--- src/rtl/writeback_stage.sv ---
// writeback_stage: MEM/WB pipeline register with writeback-source select.
//
// The writeback data is chosen when the entry is captured:
//   wb_sel 00 = alu_out, 01 = mem_data, 10 = pc_next (link), 11 = imm_data.
// A link write (wb_sel 10) always targets LINK_REG.
//
// A held (stalled) entry writes the register file only once. The presented
// flag marks an entry that has already been visible for a cycle.
// A retired HALT sets the sticky wb_halted flag, which stays set until rst.
//
// Optional feature, enabled with `define WB_RETIRE_COUNT_EN:
//   retire_count counts retire events and saturates at all-ones.
//   When the macro is not defined, retire_count is tied to zero.
//
// LINK_REG must fit in REG_ADDR_W bits.

module writeback_stage #(
    parameter int unsigned DATA_W     = 16,
    parameter int unsigned REG_ADDR_W = 3,
    parameter int unsigned LINK_REG   = 7,
    parameter int unsigned CNT_W      = 16
) (
    input  logic                  clk,
    input  logic                  rst,
    input  logic                  in_valid,
    input  logic                  stall,
    input  logic                  flush,
    input  logic [DATA_W-1:0]     alu_out,
    input  logic [DATA_W-1:0]     mem_data,
    input  logic [DATA_W-1:0]     pc_next,
    input  logic [DATA_W-1:0]     imm_data,
    input  logic [1:0]            wb_sel,
    input  logic                  reg_wr_in,
    input  logic [REG_ADDR_W-1:0] wr_reg_in,
    input  logic                  halt_in,
    output logic                  wb_valid,
    output logic                  wb_reg_wr_en,
    output logic [REG_ADDR_W-1:0] wb_wr_reg,
    output logic [DATA_W-1:0]     wb_data,
    output logic                  wb_halted,
    output logic [CNT_W-1:0]      retire_count
);

    localparam logic [1:0] SEL_ALU  = 2'b00;
    localparam logic [1:0] SEL_MEM  = 2'b01;
    localparam logic [1:0] SEL_LINK = 2'b10;
    localparam logic [1:0] SEL_IMM  = 2'b11;

    logic                  valid_q,     valid_d;
    logic [DATA_W-1:0]     data_q,      data_d;
    logic [REG_ADDR_W-1:0] wr_reg_q,    wr_reg_d;
    logic                  reg_wr_q,    reg_wr_d;
    logic                  halt_q,      halt_d;
    logic                  presented_q, presented_d;
    logic                  halted_q,    halted_d;

    logic [DATA_W-1:0]     cap_data;
    logic [REG_ADDR_W-1:0] cap_wr_reg;
    logic                  retire;
    logic                  halting;

    // Resolve the writeback source at capture time.
    always_comb begin
        cap_data   = alu_out;
        cap_wr_reg = wr_reg_in;
        case (wb_sel)
            SEL_ALU:  cap_data = alu_out;
            SEL_MEM:  cap_data = mem_data;
            SEL_LINK: begin
                cap_data   = pc_next;
                cap_wr_reg = REG_ADDR_W'(LINK_REG);
            end
            SEL_IMM:  cap_data = imm_data;
            default:  cap_data = alu_out;
        endcase
    end

    // The retire event is taken from current state only, so a flush arriving
    // in a HALT's retire cycle cannot undo that retire.
    // halting includes the retiring HALT itself, which keeps the
    // instruction behind the HALT from being loaded on the same edge.
    assign retire  = valid_q & ~presented_q;
    assign halting = halted_q | (retire & halt_q);

    // Next-state selection with priority flush > halted > stall > load.
    always_comb begin
        valid_d     = valid_q;
        data_d      = data_q;
        wr_reg_d    = wr_reg_q;
        reg_wr_d    = reg_wr_q;
        halt_d      = halt_q;
        presented_d = presented_q;
        halted_d    = halting;
        if (flush) begin
            valid_d     = 1'b0;
            presented_d = 1'b0;
        end else if (halting) begin
            valid_d     = 1'b0;
            presented_d = 1'b0;
        end else if (stall) begin
            presented_d = presented_q | valid_q;
        end else begin
            valid_d     = in_valid;
            data_d      = cap_data;
            wr_reg_d    = cap_wr_reg;
            reg_wr_d    = reg_wr_in;
            halt_d      = halt_in;
            presented_d = 1'b0;
        end
    end

    // Pipeline register state with synchronous reset.
    always_ff @(posedge clk) begin
        if (rst) begin
            valid_q     <= 1'b0;
            data_q      <= '0;
            wr_reg_q    <= '0;
            reg_wr_q    <= 1'b0;
            halt_q      <= 1'b0;
            presented_q <= 1'b0;
            halted_q    <= 1'b0;
        end else begin
            valid_q     <= valid_d;
            data_q      <= data_d;
            wr_reg_q    <= wr_reg_d;
            reg_wr_q    <= reg_wr_d;
            halt_q      <= halt_d;
            presented_q <= presented_d;
            halted_q    <= halted_d;
        end
    end

    assign wb_valid     = valid_q;
    assign wb_reg_wr_en = valid_q & reg_wr_q & ~presented_q;
    assign wb_wr_reg    = wr_reg_q;
    assign wb_data      = data_q;
    assign wb_halted    = halted_q;

`ifdef WB_RETIRE_COUNT_EN
    logic [CNT_W-1:0] cnt_q, cnt_d;

    // Saturating retire counter; a flush does not affect it.
    always_comb begin
        cnt_d = cnt_q;
        if (retire && (cnt_q != {CNT_W{1'b1}})) begin
            cnt_d = cnt_q + CNT_W'(1);
        end
    end

    // Counter register, cleared only by rst.
    always_ff @(posedge clk) begin
        if (rst) begin
            cnt_q <= '0;
        end else begin
            cnt_q <= cnt_d;
        end
    end

    assign retire_count = cnt_q;
`else
    assign retire_count = '0;
`endif

endmodule

--- config.mk ---
export PLATFORM = sky130hd
export DESIGN_NAME = writeback_stage
export DESIGN_NICKNAME = d
export VERILOG_FILES = /design/src/rtl/writeback_stage.sv
export SDC_FILE = /design/constraint.sdc
export NUM_CORES = 1
export LEC_CHECK = 0
export BUFFER_PORTS_ARGS = -buffer_cell sky130_fd_sc_hd__clkbuf_2
export CAP_MARGIN = 20
export CORE_MARGIN = 5
export CORE_UTILIZATION = 25
export DETAILED_ROUTE_END_ITERATION = 8
export MAX_ROUTING_LAYER = met4
export REMOVE_ABC_BUFFERS = 1
export SYNTH_ARGS = -nofsm -noshare
export SYNTH_HDL_FRONTEND = slang
export SYNTH_SLANG_ARGS = --single-unit
--- constraint.sdc ---
create_clock -name clk -period 1.8 [get_ports clk]
set_input_delay 0.09 -clock clk [delete_from_list [all_inputs] [get_ports clk]]
set_output_delay 0.09 -clock clk [all_outputs]
set_load 0.005 [all_outputs]
# Word-level counts from Yosys, hierarchy flattened
# Index checks and enable logic that the tools add are counted.
[totals]
regBits = 24
latch_bits = 0
ram_bits = 0
mem_bits_ro = 0
wordCells = 26
n_memories = 0
[classes]
n_addsub = 0
mul = 0
n_div = 0
magnitude_cmp = 0
n_eq_ne = 3
shifts = 0
mux = 2
bitwise = 10
n_reduce_logical = 4
[ops]
columns = ["op", "n"]
rows = [
  ["$pmux 16 s4", 1],
  ["$and 1x1->1", 4],
  ["$eq 2x2->1 const B", 2],
  ["$not 1->1", 4],
  ["$reduce_or 4->1", 1],
  ["$mux 3", 1],
  ["$reduce_and 3->1", 1],
  ["$reduce_or 3->1", 1],
  ["$eq 2x1->1 const B", 1],
  ["$logic_not 2->1", 1],
  ["$or 1x1->1", 2],
]

# Longest topological paths before layout
# Gate-level depths: netlist (run 1).
[depth]
word_depth = 6
mapped_depth = 5
ltp_nobuf = 3

# Least setup slack after synthesis (run 1)
# No wires, ideal clock.
[synth_timing]
path_type = "register to register"
startpoint = "register halted_q (netlist: wb_halted)"
endpoint = "register wr_reg_q[1] (netlist: wb_wr_reg[1])"
arrival_ps = 1085
required_time_ps = 1668
path_slack_ps = 583
stages_incl_launch_ff = 5
n_path_buf = 1
synth_period_minus_slack_ps = 1217
path_cell_list = "dfxtp_1 > or3_4 > buf_6 > nor4_1 > nor3_1"
[synth_via]
elab_chain_cells = 3
[synth_rtl]
columns = ["item", "line", "source"]
rows = [
  ["from (decl)", "55", "logic halted_q, halted_d;"],
  ["from (signal assigned)", "129", "halted_q <= halted_d;"],
  ["$or 1x1->1", "83", "assign halting = halted_q | (retire & halt_q);"],
  ["$not 1->1 (no source line)", "--", ""],
  ["$reduce_and 3->1 (no source line)", "--", ""],
  ["to (signal assigned)", "125", "wr_reg_q <= wr_reg_d;"],
  ["to (decl)", "51", "logic [REG_ADDR_W-1:0] wr_reg_q, wr_reg_d;"],
]
# Every way passes these cells.
# A chain may end at the register's enable or synchronous reset.

# Worst setup path after layout (run 1)
[layout_timing]
startpoint = "register halted_q (netlist: wb_halted)"
endpoint = "register wr_reg_q[0] (netlist: wb_wr_reg[0])"
# Same word-level chain as after synthesis.

==> results of run 1 <==
## logic make-up (layout without fill, tap and decap cells)
group                  count (synthesis)  after routing
AND/OR/NAND/NOR                       34             34
AO/OA/AOI/OAI                         40             40
multiplexers                          17             17
flip-flops                            24             24
other                                  1             16
buffers and inverters                 30            106
## through the flow
stage               hold WS (ps)  total power, mW
floorplan                  159.1           0.7038
global placement           325.3           0.8499
detailed placement         331.3           0.8564
CTS                        46.09            1.221
global route               56.13            1.275
finish                     51.10            1.203
## final cells by class
cell class / instances / area [um^2]
Timing Repair Buffer: 102 / 523.0
Sequential cell: 24 / 480.5
Multi-Input combinational cell: 107 / 860.8
Fill cell: 639 / 3837
Tap cell: 75 / 93.84
Clock buffer: 4 / 55.05
## synthesized netlist by cell type, types with 2 or more instances
cell type and n:
mux4_1 7, nor4_1 5, mux4_2 9, buf_4 16
o21ai_0 19, a21oi_1 21, nand3_1 18, buf_6 2
dfxtp_1 24, nor3_1 4, buf_2 5, clkbuf_1 6
and3b_1 2
## worst max path at each step
stage | start | endpoint | slack, ps | cells past startpoint
final | wb_halted$_SDFF_PP0_ | wb_wr_reg[0]$_SDFFE_PP0P_ | 510 | 3
after global routing | wb_valid$_SDFFE_PP0N_ | wb_data[9]$_SDFFE_PP0P_ | 420 | 4
after CTS | wb_halted$_SDFF_PP0_ | wb_wr_reg[0]$_SDFFE_PP0P_ | 500 | 3
after detailed placement | wb_sel[0] | wb_data[1]$_SDFFE_PP0P_ | 440 | 5
after global placement | wb_sel[0] | wb_data[13]$_SDFFE_PP0P_ | 460 | 5
after floorplan | wb_halted$_SDFF_PP0_ | wb_wr_reg[0]$_SDFFE_PP0P_ | -70 | 3
## power by group through the flow
stage	logic [mW]	clock network, mW	registers (mW)
after floorplan	0.119	0	0.585
after global placement	0.267	0	0.583
after detailed placement	0.272	0	0.585
after CTS	0.272	0.376	0.572
after global routing	0.300	0.400	0.575
final	0.268	0.364	0.571
## routing by layer
| layer | part of all wire | vias up | wire [um] | global-route usage |
|---|---|---|---|---|
| met1 | 0.43 | 659 | 1897 | 0.1568 |
| li1 | - | 707 | - | - |
| met4 | 0.0041 | 0 | 18 | 0.02510 |
| met5 | 0 | - | 0 | - |
| met2 | 0.48 | 76 | 2134 | 0.1891 |
| met3 | 0.086 | 2 | 383 | 0.02271 |
## critical path, cell delays in order, from the launching register on
cell and delay (ps):
dfxtp_1 340, or3_4 490, nor4_1 250, nor3_1 70
## layout by cell type (no fill, tap or decap), types with 2 or more instances in the layout
cell type / instances
mux4_1: 7
o21ai_0: 19
buf_4: 5
conb_1: 16
dfxtp_1: 24
nor4_1: 5
nor3_1: 3
nand3_1: 18
clkbuf_2: 97
and3b_1: 2
a21oi_1: 21
clkbuf_8: 4
mux4_2: 9
==> out/metrics.yaml, run 1 <==
detailed_routing:
  wire_per_inst_um: 14.21
  drc_errors: 0
  drt_iter0_markers: 69
  via_per_inst: 4.628
  antenna_left: 0
  route.vias.total: 1444
  finalWirelength_um: 4433
  firstDrtPassIters: 4
timing:
  skew_ps: 1.087
  rsz0062_at_grt: "false"
  min_period_ps: 1286
  setup_tns_ps: 0
  timing.final.crit_share: 0.7146
  hold_viol_final: 0
  setup_slack_ps: 513.8
  fmax_mhz: 777.5
  slew_headroom: 0.6494
  setup_viol: 0
  slew_viol_final: 0
  tightest_slew_ps: 525.9
floorplanning:
  ios: 114
  die_w_um: 87.21
  core_um2: 5851
  rows: 28
  die_area_um2: 7605
  die_h_um: 87.21
  start_util: 0.2547
yosys:
  synth_fa_ha_area_frac: 0
  seq_area_frac_synth: 0.3224
  synth_top_area_frac: 0.3224
  ys.flop_type: "dfxtp_1"
  async_flop_share: 0
  synth_top_area_cell: "dfxtp_1"
  synth_compound_area_frac: 0.1343
  synthCells: 146
  ys_ff_latch: 24
  syn_area_um2: 1490
  yosysWarnings: 0
  synth_mux_area_frac: 0.2662
  synth_xor_area_frac: 0
  synth_area_leaders: "dfxtp_1, mux4_2, mux4_1"
  synthDistinctLibCells: 21
  synth-simple-area-share: 0.1335
  syn_avg_cell_area_um2: 10.21
  synth_top_family_by_area: "multiplexers"
  synth_edf_count: 0
clock_tree:
  clk_pin_slew_ps: 80
  clock_path_buffers: 2
  root_buffer: "clkbuf_8"
  htree_levels: 1
  hold_buffers: 0
  cts_tree: "done"
  postCtsSetupBuffers: 0
  postCtsResizedCells: 0
  clock_sinks: 24
  cts_buffers: 3
  clk_latency_ps: 260
job:
  maxCapViolCount: 0
worst_setup_path:
  end_kind: "flip-flop"
  rr_endpoint: "wb_wr_reg[0]$_SDFFE_PP0P_"
  path_max_fanout: 21
  critPathRequiredTime_ps: 1930
  r2r-start: "wb_halted$_SDFF_PP0_"
  crit_type: "reg2reg"
  worstSetupStartpointType: "flip-flop"
  reg2reg_slack_ps: 510
  arrival_ps: 1420
  ff2ff_path_depth: 3
global_route:
  grt_max_degree: 25
  antenna_found_initial: 0
  grtUsageTotal: 0.1184
  overflow: 0
  first_global_vias: 1516
  grt_pass1_wl_um: 6962
cells_and_area:
  n_antenna_cell: 0
  largest_reg_flops: 16
  fin_util: 0.3441
  design_area_um2: 2013
  fin_nets: 314
  syn_to_final_growth_pct: 35.10
  layout-drive-gt1-share: 0.4979
  fin_cells: 312
status:
  status: "completed"
placed_design:
  portBuffers: 97
  dpl_worst_slack_ps: 435.5
  place_congestion: 0.6766
  dpl.cell_count: 308
  placed_area_um2: 1958
  dp_hpwl_um: 3537
power:
  powerDensity_nw_per_um2: 597.7
  peakVddDrop_v: 0.0002478
  clkPwrFrac: 0.303
  p_sw_mw: 0.2937
  combinationalPowerShare: 0.223
  p_leak_nw: 0.9479
  intPower_mw: 0.9095
  switching_share: 0.2441
  power_frac_seq: 0.475
hold_path:
  holdCritStartpoint: "flush"
  hp-class: "in2reg"
  whs_path_depth: 2
  holdPathEnd: "presented_q$_SDFF_PP0_"
Power figures use the tool's default switching activity.
==> run 2, diff against run 1 <==
--- a/config.mk
+++ b/config.mk
@@ -5,6 +5,7 @@
 export SDC_FILE = /design/constraint.sdc
 export NUM_CORES = 1
 export LEC_CHECK = 0
+export ABC_AREA = 1
 export BUFFER_PORTS_ARGS = -buffer_cell sky130_fd_sc_hd__clkbuf_2
 export CAP_MARGIN = 20
 export CORE_MARGIN = 5
==> constraint.sdc (replaced) <==
create_clock -name clk -period 1.1 [get_ports clk]
set_input_delay 0.055 -clock clk [delete_from_list [all_inputs] [get_ports clk]]
set_output_delay 0.055 -clock clk [all_outputs]
set_load 0.005 [all_outputs]
==> out/metrics.yaml, run 2 <==
detailed_routing:
  firstDrtPassIters: 4  # unchanged
  antenna_left: 0  # unchanged
  drt_iter0_markers: 37  # -46%
  via_per_inst: 4.155  # -10%
  finalWirelength_um: 5099  # +15%
  wire_per_inst_um: 11.46  # -19%
  drc_errors: 0  # unchanged
  route.vias.total: 1849  # +28%
global_route:
  grt_use_met3: 0.03331  # +0.01060
  grt_max_degree: 27  # +8.0%
  grt.met1_usage: 0.1725  # +0.01572
  antenna_found_initial: 0  # unchanged
  overflow: 0  # unchanged
  grt_use_met2: 0.1952  # +0.006070
  grt_pass1_wl_um: 8673  # +25%
  first_global_vias: 1850  # +22%
  grtUsageTotal: 0.1279  # +0.009501
  grt_busiest_layer: "met2"
worst_setup_path:
  cp_slowest_cell: "dfxtp_2"
  end_kind: "output pin"
  worstSetupStartpoint: "wb_valid$_SDFFE_PP0N_"
  crit_type: "reg2out"
  path_max_fanout: 3  # -86%
  ff2ff_path_depth: 6  # +3
  reg2reg_slack_ps: 80  # -430 ps
  critPathRequiredTime_ps: 1040  # -890 ps
  worstSetupStartpointType: "flip-flop"
  r2r-start: "presented_q$_SDFF_PP0_"
  arrival_ps: 990  # -430 ps
  rr_endpoint: "wb_data[5]$_SDFFE_PP0P_"
  slowest_delay_ps: 370  # -120 ps
  path_cells: "buf_6, nand2_2, nor2_1, buf_2"
  endpoint: "wb_reg_wr_en"
cells_and_area:
  fin_util: 0.3425  # -0.001640
  syn_to_final_growth_pct: 35.42
  mostFrequentLayoutCell: "clkbuf_2"
  fin_nets: 442  # +41%
  fin_cells: 445  # +43%
  layout_common_cells: "clkbuf_2, nand2_1, nand3_1, nor2_1, inv_1"
  fill_cells: 740  # +16%
  largest_reg_flops: 16  # unchanged
  design_area_um2: 2301  # +14%
  n_antenna_cell: 0  # unchanged
  layout-drive-gt1-share: 0.3342  # -0.1636
yosys:
  synth_commonest_cells: "nand2_1, nand3_1, nor2_1"
  synthDistinctLibCells: 16  # -24%
  synth_edf_count: 0  # unchanged
  async_flop_share: 0  # unchanged
  yosysWarnings: 0  # unchanged
  yosysMostFrequentCell: "nand2_1"
  synth_top_area_cell: "dfxtp_1"
  synth_area_leaders: "dfxtp_1, nand2_1, nand3_1"
  seq_area_frac_synth: 0.2828  # -0.03965
  syn_avg_cell_area_um2: 6.270  # -39%
  ys_ff_latch: 24  # unchanged
  synthCells: 271  # +86%
  ys.flop_type: "dfxtp_1"
  syn_area_um2: 1699  # +14%
  synth_top_area_frac: 0.2828  # -0.03965
timing:
  timing.final.crit_share: 0.9484
  slew_viol_final: 0  # unchanged
  whs_ps: 10.24  # -40.86 ps
  setup_tns_ps: 0  # unchanged
  hold_viol_final: 0  # unchanged
  setup_viol: 0  # unchanged
  min_period_ps: 1043
  skew_ps: 3.518  # +2.430 ps
  fmax_mhz: 958.6
  setup_slack_ps: 56.78  # -457.0 ps
  rsz0062_at_grt: "true"
placed_design:
  portBuffers: 97  # unchanged
  dpl_worst_slack_ps: 35.07  # -400.4 ps
  placed_area_um2: 2197  # +12%
  dpl.cell_count: 438  # +42%
  place_congestion: 0.7315  # +8.1%
  dp_hpwl_um: 3999  # +13%
floorplanning:
  start_util: 0.2529  # -0.001818
  die_h_um: 92.44  # +6.0%
  die_area_um2: 8545  # +12%
  ios: 114  # unchanged
  die_w_um: 92.44  # +6.0%
  core_um2: 6719  # +15%
  rows: 30  # +7.1%
clock_tree:
  htree_levels: 1  # unchanged
  cts_tree: "done"
  clock_path_buffers: 2  # unchanged
  root_buffer: "clkbuf_8"
  clk_pin_slew_ps: 80  # about the same
  clk_latency_ps: 270  # about the same
  cts_buffers: 3  # unchanged
  clock_sinks: 24  # unchanged
power:
  peakVddDrop_v: 0.0003688  # +49%
  powerDensity_nw_per_um2: 945.3  # +58%
  p_leak_nw: 1.278  # +35%
  total_power_mw: 2.175  # +81%
job:
  maxCapViolCount: 0  # unchanged
hold_path:
  hp-class: "in2reg"
status:
  status: "completed"
## run 2: critical path: cells and delay by family, from the launching register on
| family | cells | cell delay, ps |
|---|---|---|
| buf+inv | 2 | 220 |
| flops | 1 | 370 |
| simple gates | 2 | 130 |
## run 2: worst min path at each step
stage,cells after the start,startpoint,slack (ps),end
6_report,3,reg_wr_in,10,reg_wr_q$_SDFFE_PP0P_
5_1_grt,3,reg_wr_in,10,reg_wr_q$_SDFFE_PP0P_
4_1_cts,3,in_valid,2,wb_valid$_SDFFE_PP0N_
3_5_place_dp,2,rst,240,wb_halted$_SDFF_PP0_
3_3_place_gp,2,rst,240,wb_halted$_SDFF_PP0_
2_1_floorplan,1,rst,130,wb_halted$_SDFF_PP0_
## run 2: kinds of logic (layout without fill, tap and decap cells)
logic type             Yosys count  after routing  synth area share
other                            1             16          0.002207
flip-flops                      24             24            0.2828
AO/OA/AOI/OAI                    2              2          0.005885
AND/OR/NAND/NOR                179            179            0.4787
buffers and inverters           65            144            0.2305
## run 2: cell type report
class,count,area [um^2],share of cell area
multi-input cells,197,898.4,0.3904
repair buffers,108,639.4,0.2779
flip-flops and latches,24,483.0,0.2099
inverters,32,125.1,0.05438
well taps,80,100.1,0.04350
clock buffers,4,55.05,0.02393
## run 2: metal layers
| layer | routed length (um) | vias to the layer above |
|---|---|---|
| met4 | 22 | 0 |
| li1 | - | 1007 |
| met5 | 0 | - |
| met2 | 2235 | 73 |
| met3 | 355 | 2 |
| met1 | 2485 | 767 |
## run 2: where the power goes
group | internal (mW) | total, mW | switching [mW]
Clock | 0.320 | 0.612 | 0.292
Combinational | 0.287 | 0.606 | 0.319
Sequential | 0.926 | 0.957 | 0.0306
## run 2: timing repair
| item | CTS | global route |
|---|---|---|
| endpoints found under the hold margin | 1 | 1 |
| endpoints found under the setup margin | 0 | 22 |
| resized for setup | 0 | 10 |
| hold buffers | 1 | 1 |
| setup buffers | 0 | 1 |
